--- config.mk ---
export PLATFORM = sky130hd
export DESIGN_NAME = key_scan_scheduler
export DESIGN_NICKNAME = d
export VERILOG_FILES = /design/src/rtl/key_scan_pkg.sv /design/src/rtl/key_evt_fifo.sv /design/src/rtl/key_scan_scheduler.sv
export SDC_FILE = /design/constraint.sdc
export NUM_CORES = 1
export LEC_CHECK = 0
export BUFFER_PORTS_ARGS = -buffer_cell sky130_fd_sc_hd__buf_2
export CAP_MARGIN = 20
export CORE_MARGIN = 1.5
export CORE_UTILIZATION = 45
export DETAILED_ROUTE_END_ITERATION = 10
export RECOVER_POWER = 100
export SLEW_MARGIN = 10
export SYNTH_ARGS = -nofsm -noshare
export SYNTH_HDL_FRONTEND = slang
export SYNTH_HIERARCHICAL = 1
export SYNTH_SLANG_ARGS = --single-unit
--- constraint.sdc ---
create_clock -name clk -period 3.63 [get_ports clk]
set_input_delay 0 -clock clk [delete_from_list [all_inputs] [get_ports clk]]
set_output_delay 0 -clock clk [all_outputs]
set_load 0.005 [all_outputs]
--- src/rtl/key_scan_pkg.sv ---
// Shared types and constants for the key scan scheduler.
package key_scan_pkg;

    localparam int unsigned CNT_W = 4;
    localparam int unsigned KEY_W = 6;

    typedef struct packed {
        logic [KEY_W-1:0] key;
        logic             on;
    } key_evt_t;

    localparam int unsigned EVT_W = $bits(key_evt_t);

endpackage

--- src/rtl/key_evt_fifo.sv ---
// Event FIFO with extra-MSB pointers; a push into a full FIFO is accepted
// only when a pop happens on the same edge, otherwise it is reported as dropped.
module key_evt_fifo #(
    parameter int unsigned DEPTH = 4,
    parameter int unsigned W     = 8
) (
    input  logic         clk,
    input  logic         rst,
    input  logic         push_i,
    input  logic [W-1:0] data_i,
    input  logic         pop_i,
    output logic [W-1:0] data_o,
    output logic         empty_o,
    output logic         full_o,
    output logic         drop_o
);

    localparam int unsigned AW = $clog2(DEPTH);

    logic [W-1:0] mem_q [DEPTH];
    logic [AW:0]  wr_ptr_q, wr_ptr_d;
    logic [AW:0]  rd_ptr_q, rd_ptr_d;
    logic         do_push, do_pop;

    assign empty_o = (wr_ptr_q == rd_ptr_q);
    assign full_o  = (wr_ptr_q[AW] != rd_ptr_q[AW]) &&
                     (wr_ptr_q[AW-1:0] == rd_ptr_q[AW-1:0]);
    assign data_o  = mem_q[rd_ptr_q[AW-1:0]];

    always_comb begin
        do_pop   = pop_i && !empty_o;
        do_push  = push_i && (!full_o || do_pop);
        drop_o   = push_i && full_o && !do_pop;
        wr_ptr_d = do_push ? wr_ptr_q + (AW+1)'(1) : wr_ptr_q;
        rd_ptr_d = do_pop  ? rd_ptr_q + (AW+1)'(1) : rd_ptr_q;
    end

    always_ff @(posedge clk or posedge rst) begin
        if (rst) begin
            wr_ptr_q <= '0;
            rd_ptr_q <= '0;
        end else begin
            wr_ptr_q <= wr_ptr_d;
            rd_ptr_q <= rd_ptr_d;
        end
    end

    // Storage needs no reset: the pointers alone define validity.
    always_ff @(posedge clk) begin
        if (do_push) mem_q[wr_ptr_q[AW-1:0]] <= data_i;
    end

endmodule

--- src/rtl/key_scan_scheduler.sv ---
// Time-multiplexed key debouncer: one key per scan tick, changes queued as events.
// Optional KEY_SCAN_SYNC_EN adds a 2-flop input synchronizer.
module key_scan_scheduler
    import key_scan_pkg::*;
#(
    parameter int unsigned N_KEYS     = 8,
    parameter int unsigned TICK_DIV   = 4,
    parameter int unsigned DEB_COUNT  = 4,
    parameter int unsigned FIFO_DEPTH = 4
) (
    input  logic                      clk,
    input  logic                      rst,
    input  logic [N_KEYS-1:0]         keys,
    output logic                      evt_valid,
    input  logic                      evt_ready,
    output logic [$clog2(N_KEYS)-1:0] evt_key,
    output logic                      evt_on,
    output logic [N_KEYS-1:0]         key_state,
    output logic                      overflow
);

    localparam int unsigned IW = $clog2(N_KEYS);
    localparam int unsigned PW = (TICK_DIV > 1) ? $clog2(TICK_DIV) : 1;

    logic [N_KEYS-1:0] keys_s;
    logic [PW-1:0]     presc_q, presc_d;
    logic [IW-1:0]     idx_q, idx_d;
    logic [CNT_W-1:0]  cnt_q [N_KEYS];
    logic [CNT_W-1:0]  cnt_d [N_KEYS];
    logic [N_KEYS-1:0] key_state_q, key_state_d;
    logic              overflow_q, overflow_d;
    logic              tick, sample, push, empty, full, drop;
    key_evt_t          push_evt, head_evt;

`ifdef KEY_SCAN_SYNC_EN
    logic [N_KEYS-1:0] sync1_q, sync2_q;

    always_ff @(posedge clk or posedge rst) begin
        if (rst) begin
            sync1_q <= '0;
            sync2_q <= '0;
        end else begin
            sync1_q <= keys;
            sync2_q <= sync1_q;
        end
    end

    assign keys_s = sync2_q;
`else
    assign keys_s = keys;
`endif

    // Prescaler and scan index.
    always_comb begin
        tick    = (presc_q == PW'(TICK_DIV - 1));
        presc_d = tick ? '0 : presc_q + PW'(1);
        idx_d   = idx_q;
        if (tick) idx_d = (idx_q == IW'(N_KEYS - 1)) ? '0 : idx_q + IW'(1);
    end

    // Shared debounce compare/increment for the indexed key only.
    always_comb begin
        cnt_d       = cnt_q;
        key_state_d = key_state_q;
        push        = 1'b0;
        sample      = keys_s[idx_q];
        if (tick) begin
            if (sample == key_state_q[idx_q]) begin
                cnt_d[idx_q] = '0;
            end else if (cnt_q[idx_q] == CNT_W'(DEB_COUNT - 1)) begin
                key_state_d[idx_q] = sample;
                cnt_d[idx_q]       = '0;
                push               = 1'b1;
            end else begin
                cnt_d[idx_q] = cnt_q[idx_q] + CNT_W'(1);
            end
        end
        push_evt.key = KEY_W'(idx_q);
        push_evt.on  = sample;
        overflow_d   = overflow_q | drop;
    end

    always_ff @(posedge clk or posedge rst) begin
        if (rst) begin
            presc_q     <= '0;
            idx_q       <= '0;
            key_state_q <= '0;
            overflow_q  <= 1'b0;
            for (int i = 0; i < int'(N_KEYS); i++) cnt_q[i] <= '0;
        end else begin
            presc_q     <= presc_d;
            idx_q       <= idx_d;
            key_state_q <= key_state_d;
            overflow_q  <= overflow_d;
            cnt_q       <= cnt_d;
        end
    end

    key_evt_fifo #(
        .DEPTH (FIFO_DEPTH),
        .W     (EVT_W)
    ) u_fifo (
        .clk     (clk),
        .rst     (rst),
        .push_i  (push),
        .data_i  (push_evt),
        .pop_i   (evt_ready),
        .data_o  (head_evt),
        .empty_o (empty),
        .full_o  (full),
        .drop_o  (drop)
    );

    assign evt_valid = !empty;
    assign evt_key   = head_evt.key[IW-1:0];
    assign evt_on    = head_evt.on;
    assign key_state = key_state_q;
    assign overflow  = overflow_q;

endmodule

Yosys cells after proc, flatten, opt, wreduce, memory -nomap -nowiden
Memory sizes are Yosys's and may differ from the RTL's.
Index checks and enable logic that the tools add are counted.
{"block": "totals", "reg_bits": 52, "mem_count": 1, "output_inout_bits": 14, "rom_bits": 0, "latch_bits": 0, "input_bits": 11, "ram_bits": 16, "word_cells": 70}
{"name": "u_fifo.mem_q", "depth": 4, "width": 4, "rd": 1, "rd_clocked_by_memory_dff": 0, "write_ports": 1, "line_no": "key_evt_fifo.sv:20", "text": "logic [W-1:0] mem_q [DEPTH];"}
{"block": "op_classes", "reduce_logical": 12, "n_eq_ne": 7, "bitwise": 5, "add_sub_neg": 5, "n_lt_le_gt_ge": 4, "n_mul": 0, "muxes": 22, "n_div": 0, "shifts": 0}
{"operator": "$mux W32", "n": 2}
{"operator": "$and A32 B32 Y32", "n": 1}
{"operator": "$bwmux W32", "n": 1}
{"operator": "$not A32 Y32", "n": 1}
{"operator": "$bmux W4 S3", "n": 1}
{"operator": "$demux W4 S3", "n": 1}
{"operator": "$mux W4", "n": 3}
{"operator": "$add A3 B1 Y3 const B", "n": 3}
{"operator": "$bwmux W8", "n": 1}
{"operator": "$mux W1", "n": 8}
{"operator": "$logic_and A1 B1 Y1", "n": 7}
{"operator": "$bmux W1 S3", "n": 2}
{"operator": "$add A4 B1 Y4 const B", "n": 1}
{"operator": "$eq A4 B2 Y1 const B", "n": 1}
{"operator": "$ge A4 B4 Y1 const B", "n": 1}
{"operator": "$lt A3 B4 Y1 const B", "n": 1}
{"operator": "$lt A4 B1 Y1 const B", "n": 1}
{"operator": "$not A3 Y4", "n": 1}
{"operator": "$demux W1 S3", "n": 1}
{"operator": "$eq A3 B3 Y1", "n": 1}
{"operator": "$eq A3 B3 Y1 const B", "n": 1}
{"operator": "$ge A3 B1 Y1 const B", "n": 1}
{"operator": "$logic_not A1 Y1", "n": 3}
{"operator": "$mux W3", "n": 1}
{"operator": "other kinds (10)", "n": 10}

Logic depth before layout (Yosys ltp)
{"block": "logic_depth", "ltp_word": 11, "depth_mapped": 13, "depth_no_buf": 10}

Modules after synthesis
Netlist, hierarchy kept.
{"module": "key_scan_scheduler", "seq_area_each_um2": 1151.1, "cells_per_inst": 232, "area_per_inst_um2": 2426.1, "n_inst": 1}
{"module": "key_evt_fifo", "seq_area_each_um2": 991.0, "cells_per_inst": 80, "area_per_inst_um2": 1503.9, "n_inst": 1}

Worst setup path before layout
No wires, ideal clock.
{"block": "synth_path", "kind": "reg-to-reg", "start": "reg idx_q[2]", "end": "mem u_fifo/mem_q[0][0] in the netlist's numbering, enable pin", "setup_ps": 308, "arrival_time_ps": 2431, "stages_incl_launch_ff": 12, "required_ps": 3322, "period_less_slack_ps": 2739, "slack_ps": 891, "n_path_buf": 3, "cell_sequence": "dfrtp_1 -> buf_2 -> buf_2 -> nand2_1 -> o2bb2ai_1 -> or2_1 -> ha_1 -> and2_4 -> nand3_2 -> buf_6 -> nor3b_1 -> and3_2"}
{"block": "synth_via", "elab_chain_cells": 11, "word_cells_on_any_way": 16, "classes_between": "2 x eq/ne; 12 x mux; 1 x bitwise; 1 x reduce/logical"}
{"item": "from (decl)", "line_no": "key_scan_scheduler.sv:27", "text": "logic [IW-1:0] idx_q, idx_d;"}
{"item": "from (signal assigned)", "line_no": "key_scan_scheduler.sv:92", "text": "idx_q <= idx_d;"}
{"item": "$not A3 Y4 (implied by the code)", "line_no": "key_scan_scheduler.sv:70", "text": "end else if (cnt_q[idx_q] == CNT_W'(DEB_COUNT - 1)) begin"}
{"item": "$bmux W4 S3", "line_no": "key_scan_scheduler.sv:70"}
{"item": "$mux W4 (implied by the code) (2 in series)", "line_no": "key_scan_scheduler.sv:70"}
{"item": "$eq A4 B2 Y1", "line_no": "key_scan_scheduler.sv:70"}
{"item": "$mux W1", "line_no": "key_scan_scheduler.sv:70"}
{"item": "$mux W1 *", "line_no": "key_scan_scheduler.sv:68", "text": "if (sample == key_state_q[idx_q]) begin"}
{"item": "$mux W1 *", "line_no": "key_scan_scheduler.sv:67", "text": "if (tick) begin"}
{"item": "named net push", "line_no": "key_scan_scheduler.sv:32", "text": "logic tick, sample, push, empty, full, drop;"}
{"item": "$logic_and A1 B1 Y1 *", "line_no": "key_evt_fifo.sv:32", "text": "do_push = push_i && (!full_o || do_pop);"}
{"item": "$mux W1 *", "line_no": "key_evt_fifo.sv:50", "text": "if (do_push) mem_q[wr_ptr_q[AW-1:0]] <= data_i;"}
{"item": "$mux W1 (implied by the code) *", "line_no": "key_evt_fifo.sv:50"}
{"item": "to (decl)", "line_no": "key_evt_fifo.sv:20"}
The timed path passes the listed nets; every way through them passes the cells marked *. The select of a mux whose other input is x is not followed.

Worst setup path in the final report
{"block": "layout_path", "start": "reg idx_q[0]", "end": "reg cnt_q[17] in the netlist's numbering"}
{"block": "layout_via", "elab_chain_cells": 9, "word_cells_on_any_way": 21, "classes_between": "1 x add/sub; 2 x order compare; 2 x eq/ne; 12 x mux; 3 x bitwise; 1 x reduce/logical"}
{"item": "parallel branches: the longest is 8 deep, another holds $add A4 B1 Y4"}
{"item": "$mux W32 *", "line_no": "key_scan_scheduler.sv:68"}
{"item": "to (signal assigned)", "line_no": "key_scan_scheduler.sv:95", "text": "cnt_q <= cnt_d;"}
{"item": "to (decl)", "line_no": "key_scan_scheduler.sv:28", "text": "logic [CNT_W-1:0] cnt_q [N_KEYS];"}
Mark *: on every way between the ends. The select of a mux whose other input is x is not followed.
A chain may end at the register's enable or synchronous reset.

==> results by group <==
Cells and area
  • Final net count: 349
  • Synth-to-layout area growth: 12.54%
  • Ant. Diodes: 0
  • Final design utilization: 53.17%
  • Share of layout cells above drive strength 1: 19.16%

Min path
  • Worst min path class: in -> reg

Placement
  • GPL Wtd Cong: 0.8020
  • Buffers on Ports: 24
  • Post-DP HPWL: 4985 um
  • Place WS: 0.7190 ns

Route
  • ANT nets after route: 0
  • DRT iter0 DRCs: 202
  • Residual DRC count: 0
  • Vias: 2,360
  • DR vias/cell: 5.450
  • Wirelength per Cell: 16.45 um
  • Pre-Repair DR Iteration Count: 4
  • WL final: 7121 um

Yosys
  • YS warnings: 6
  • Synthesized instance count: 295
  • Post-Syn Area: 3482 um^2
  • Synth Area per Inst: 11.80 um^2
  • Syn nets: 315

Critical path
  • Crit end category: register
  • Critical path arrival: 3.39 ns
  • Critical path class: reg -> reg
  • Critical Path Start Type: register
  • Critical path peak fanout: 26
  • Data required, critical path: 3.88 ns

Global route
  • Largest net degree at the start of global routing: 47
  • First-pass GRT wire length: 12,120 um
  • Congestion Overflow GR: 0
  • Initial antenna violation count: 0
  • Vias in the first global route: 2,385
  • Tot GR Track Use: 18.89%

Clock network
  • CTS clk-pin slew, worst paths: 0.07 ns
  • Htree depth: 3
  • TritonCTS buffer count: 9
  • Clock sink total: 68
  • CTS tree: built
  • Setup Fix Bufs, Post-CTS: 0
  • Clk buf depth: 2
  • Root Driver: clkbuf_8
  • Clock latency on the worst-skew pair: 0.34 ns

STA
  • Final setup vio count: 0
  • Max-slew headroom: -36.81%
  • Final Worst Setup Slack: 0.4949 ns
  • Final hold violations: 0
  • Tcrit/Tclk final: 86.37%
  • Pins Over Slew Limit: 39
  • Min Tclk post-route: 3.135 ns
  • Setup TNS: 0 ns
  • Achievable Freq: 319.0 MHz
  • Slew @ Worst Pin: 2.052 ns
  • Clk_skew: 0.008445 ns
  • RSZ-0062 raised after global routing: false
  • Hold Worst Slack: 0.02113 ns

Pwr
  • Sw frac: 24.08%
  • PD cells: 451.5 nW/um^2
  • Flop pwr share: 48.0%
  • Leak: 1.581 nW
  • Combinational share of power: 10.1%
  • Power, Total: 1.769 mW
  • Worst VDD drop: 289.3 uV
  • Clk network pwr share: 42.0%
  • Sw Pwr: 0.4261 mW
  • P_int: 1.343 mW

Die
  • Row Count: 31
  • Initial core utilization: 47.25%
  • Core area: 7370 um^2
  • Die Y: 90.97 um
  • Die X: 90.97 um
  • Die area: 8275 um^2
  • Num ports: 25

Status
  • Status: finished, violations left
  • Failing checks: max-capacitance violations, max-slew violations

Job
  • Max-cap violations: 1
-- metal layers --
layer | vias up | wire (um) | part of all wire, % | track usage [%]
met5 | - | 0 | 0 | 0
li1 | 1155 | - | - | -
met2 | 39 | 3570 | 50 | 30.66
met4 | 0 | 115 | 1.6 | 7.813
met3 | 10 | 226 | 3.2 | 4.523
met1 | 1156 | 3208 | 45 | 24.20
-- area by class of cell --
class,instances,area [um^2]
well taps,99,123.9
inverters,9,33.78
flip-flops and latches,68,1782
fillers,685,3451
clock inverters,7,113.9
multi-input cells,207,1565
clock buffers,9,123.9
repair buffers,34,176.4
-- worst max-delay path, cell delays in order (launching register included) --
cell	delay, ns
dfrtp_1	0.59
buf_12	0.24
mux2_1	0.35
a22o_1	0.25
or2_0	0.22
ha_1	0.22
and2_4	0.15
nand3_2	0.07
clkbuf_1	0.44
nand3_1	0.28
o21ai_0	0.22
-- layout by cell type (no fill, tap or decap), types with 2 or more instances in the layout --
| master | instances |
|---|---|
| mux4_2 | 4 |
| o311ai_0 | 2 |
| dfrtp_1 | 52 |
| o21a_1 | 2 |
| nand2b_1 | 3 |
| nand2_1 | 45 |
| clkbuf_8 | 9 |
| buf_2 | 18 |
| o21bai_1 | 2 |
| bufinv_16 | 3 |
| nor2_1 | 7 |
| nand3_1 | 7 |
| edfxtp_1 | 16 |
| clkbuf_1 | 12 |
| mux2_2 | 16 |
| ha_1 | 9 |
| a21boi_0 | 2 |
| xor2_1 | 5 |
| nor2b_1 | 3 |
| and3_1 | 4 |
| nor3_1 | 9 |
| a31oi_1 | 3 |
| nand3b_1 | 3 |
| inv_1 | 9 |
| mux4_1 | 4 |
| clkinv_1 | 2 |
| mux2i_1 | 11 |
| o31ai_1 | 12 |
| mux2_1 | 3 |
| a22oi_2 | 2 |
| o21ai_0 | 27 |
| xnor2_1 | 3 |
-- flip-flops by register name, indices dropped and copies added, names as in the netlist --
signal,count
cnt_q,32
u_fifo/mem_q,16
key_state,8
idx_q,3
u_fifo/rd_ptr_q,3
u_fifo/wr_ptr_q,3
presc_q,2
overflow,1
-- metrics by stage --
| stage | instances | instance area [um^2] |
|---|---|---|
| CTS | 432 | 3969 |
| detailed placement | 415 | 3721 |
| global route | 433 | 3919 |
| floorplan | 295 | 3482 |
| global placement | 415 | 3721 |
| finish | 433 | 3919 |
-- path summary, 6_finish.rpt --
check                      startpoint            endpoint  cells after the start  slack [ns]
max                          idx_q[0]           cnt_q[17]                     10        0.49
min                         evt_ready  u_fifo/rd_ptr_q[0]                      3        0.02
max reg2reg                  idx_q[0]           cnt_q[17]                     10        0.49
min reg2reg                presc_q[0]          presc_q[0]                      1        0.43
max in group asynchronous         rst          presc_q[0]                      4        1.22
min in group asynchronous         rst  u_fifo/wr_ptr_q[2]                      3        0.12
-- power groups by stage --
| stage | Sequential [mW] | Combinational [mW] | Clock, mW |
|---|---|---|---|
| final | 0.849 | 0.178 | 0.742 |
| after global routing | 0.855 | 0.200 | 0.788 |
| after CTS | 0.856 | 0.187 | 0.764 |
| after detailed placement | 0.872 | 0.187 | 0 |
| after global placement | 0.869 | 0.183 | 0 |
| after floorplan | 0.837 | 0.176 | 0 |
-- repair_timing --
item | 4_1_cts | 5_1_grt
hold buffers | 1 | 0
endpoints found under the hold margin | 52 | 0
gates resized for setup | 0 | 0
(Power assumes the default switching activity.)
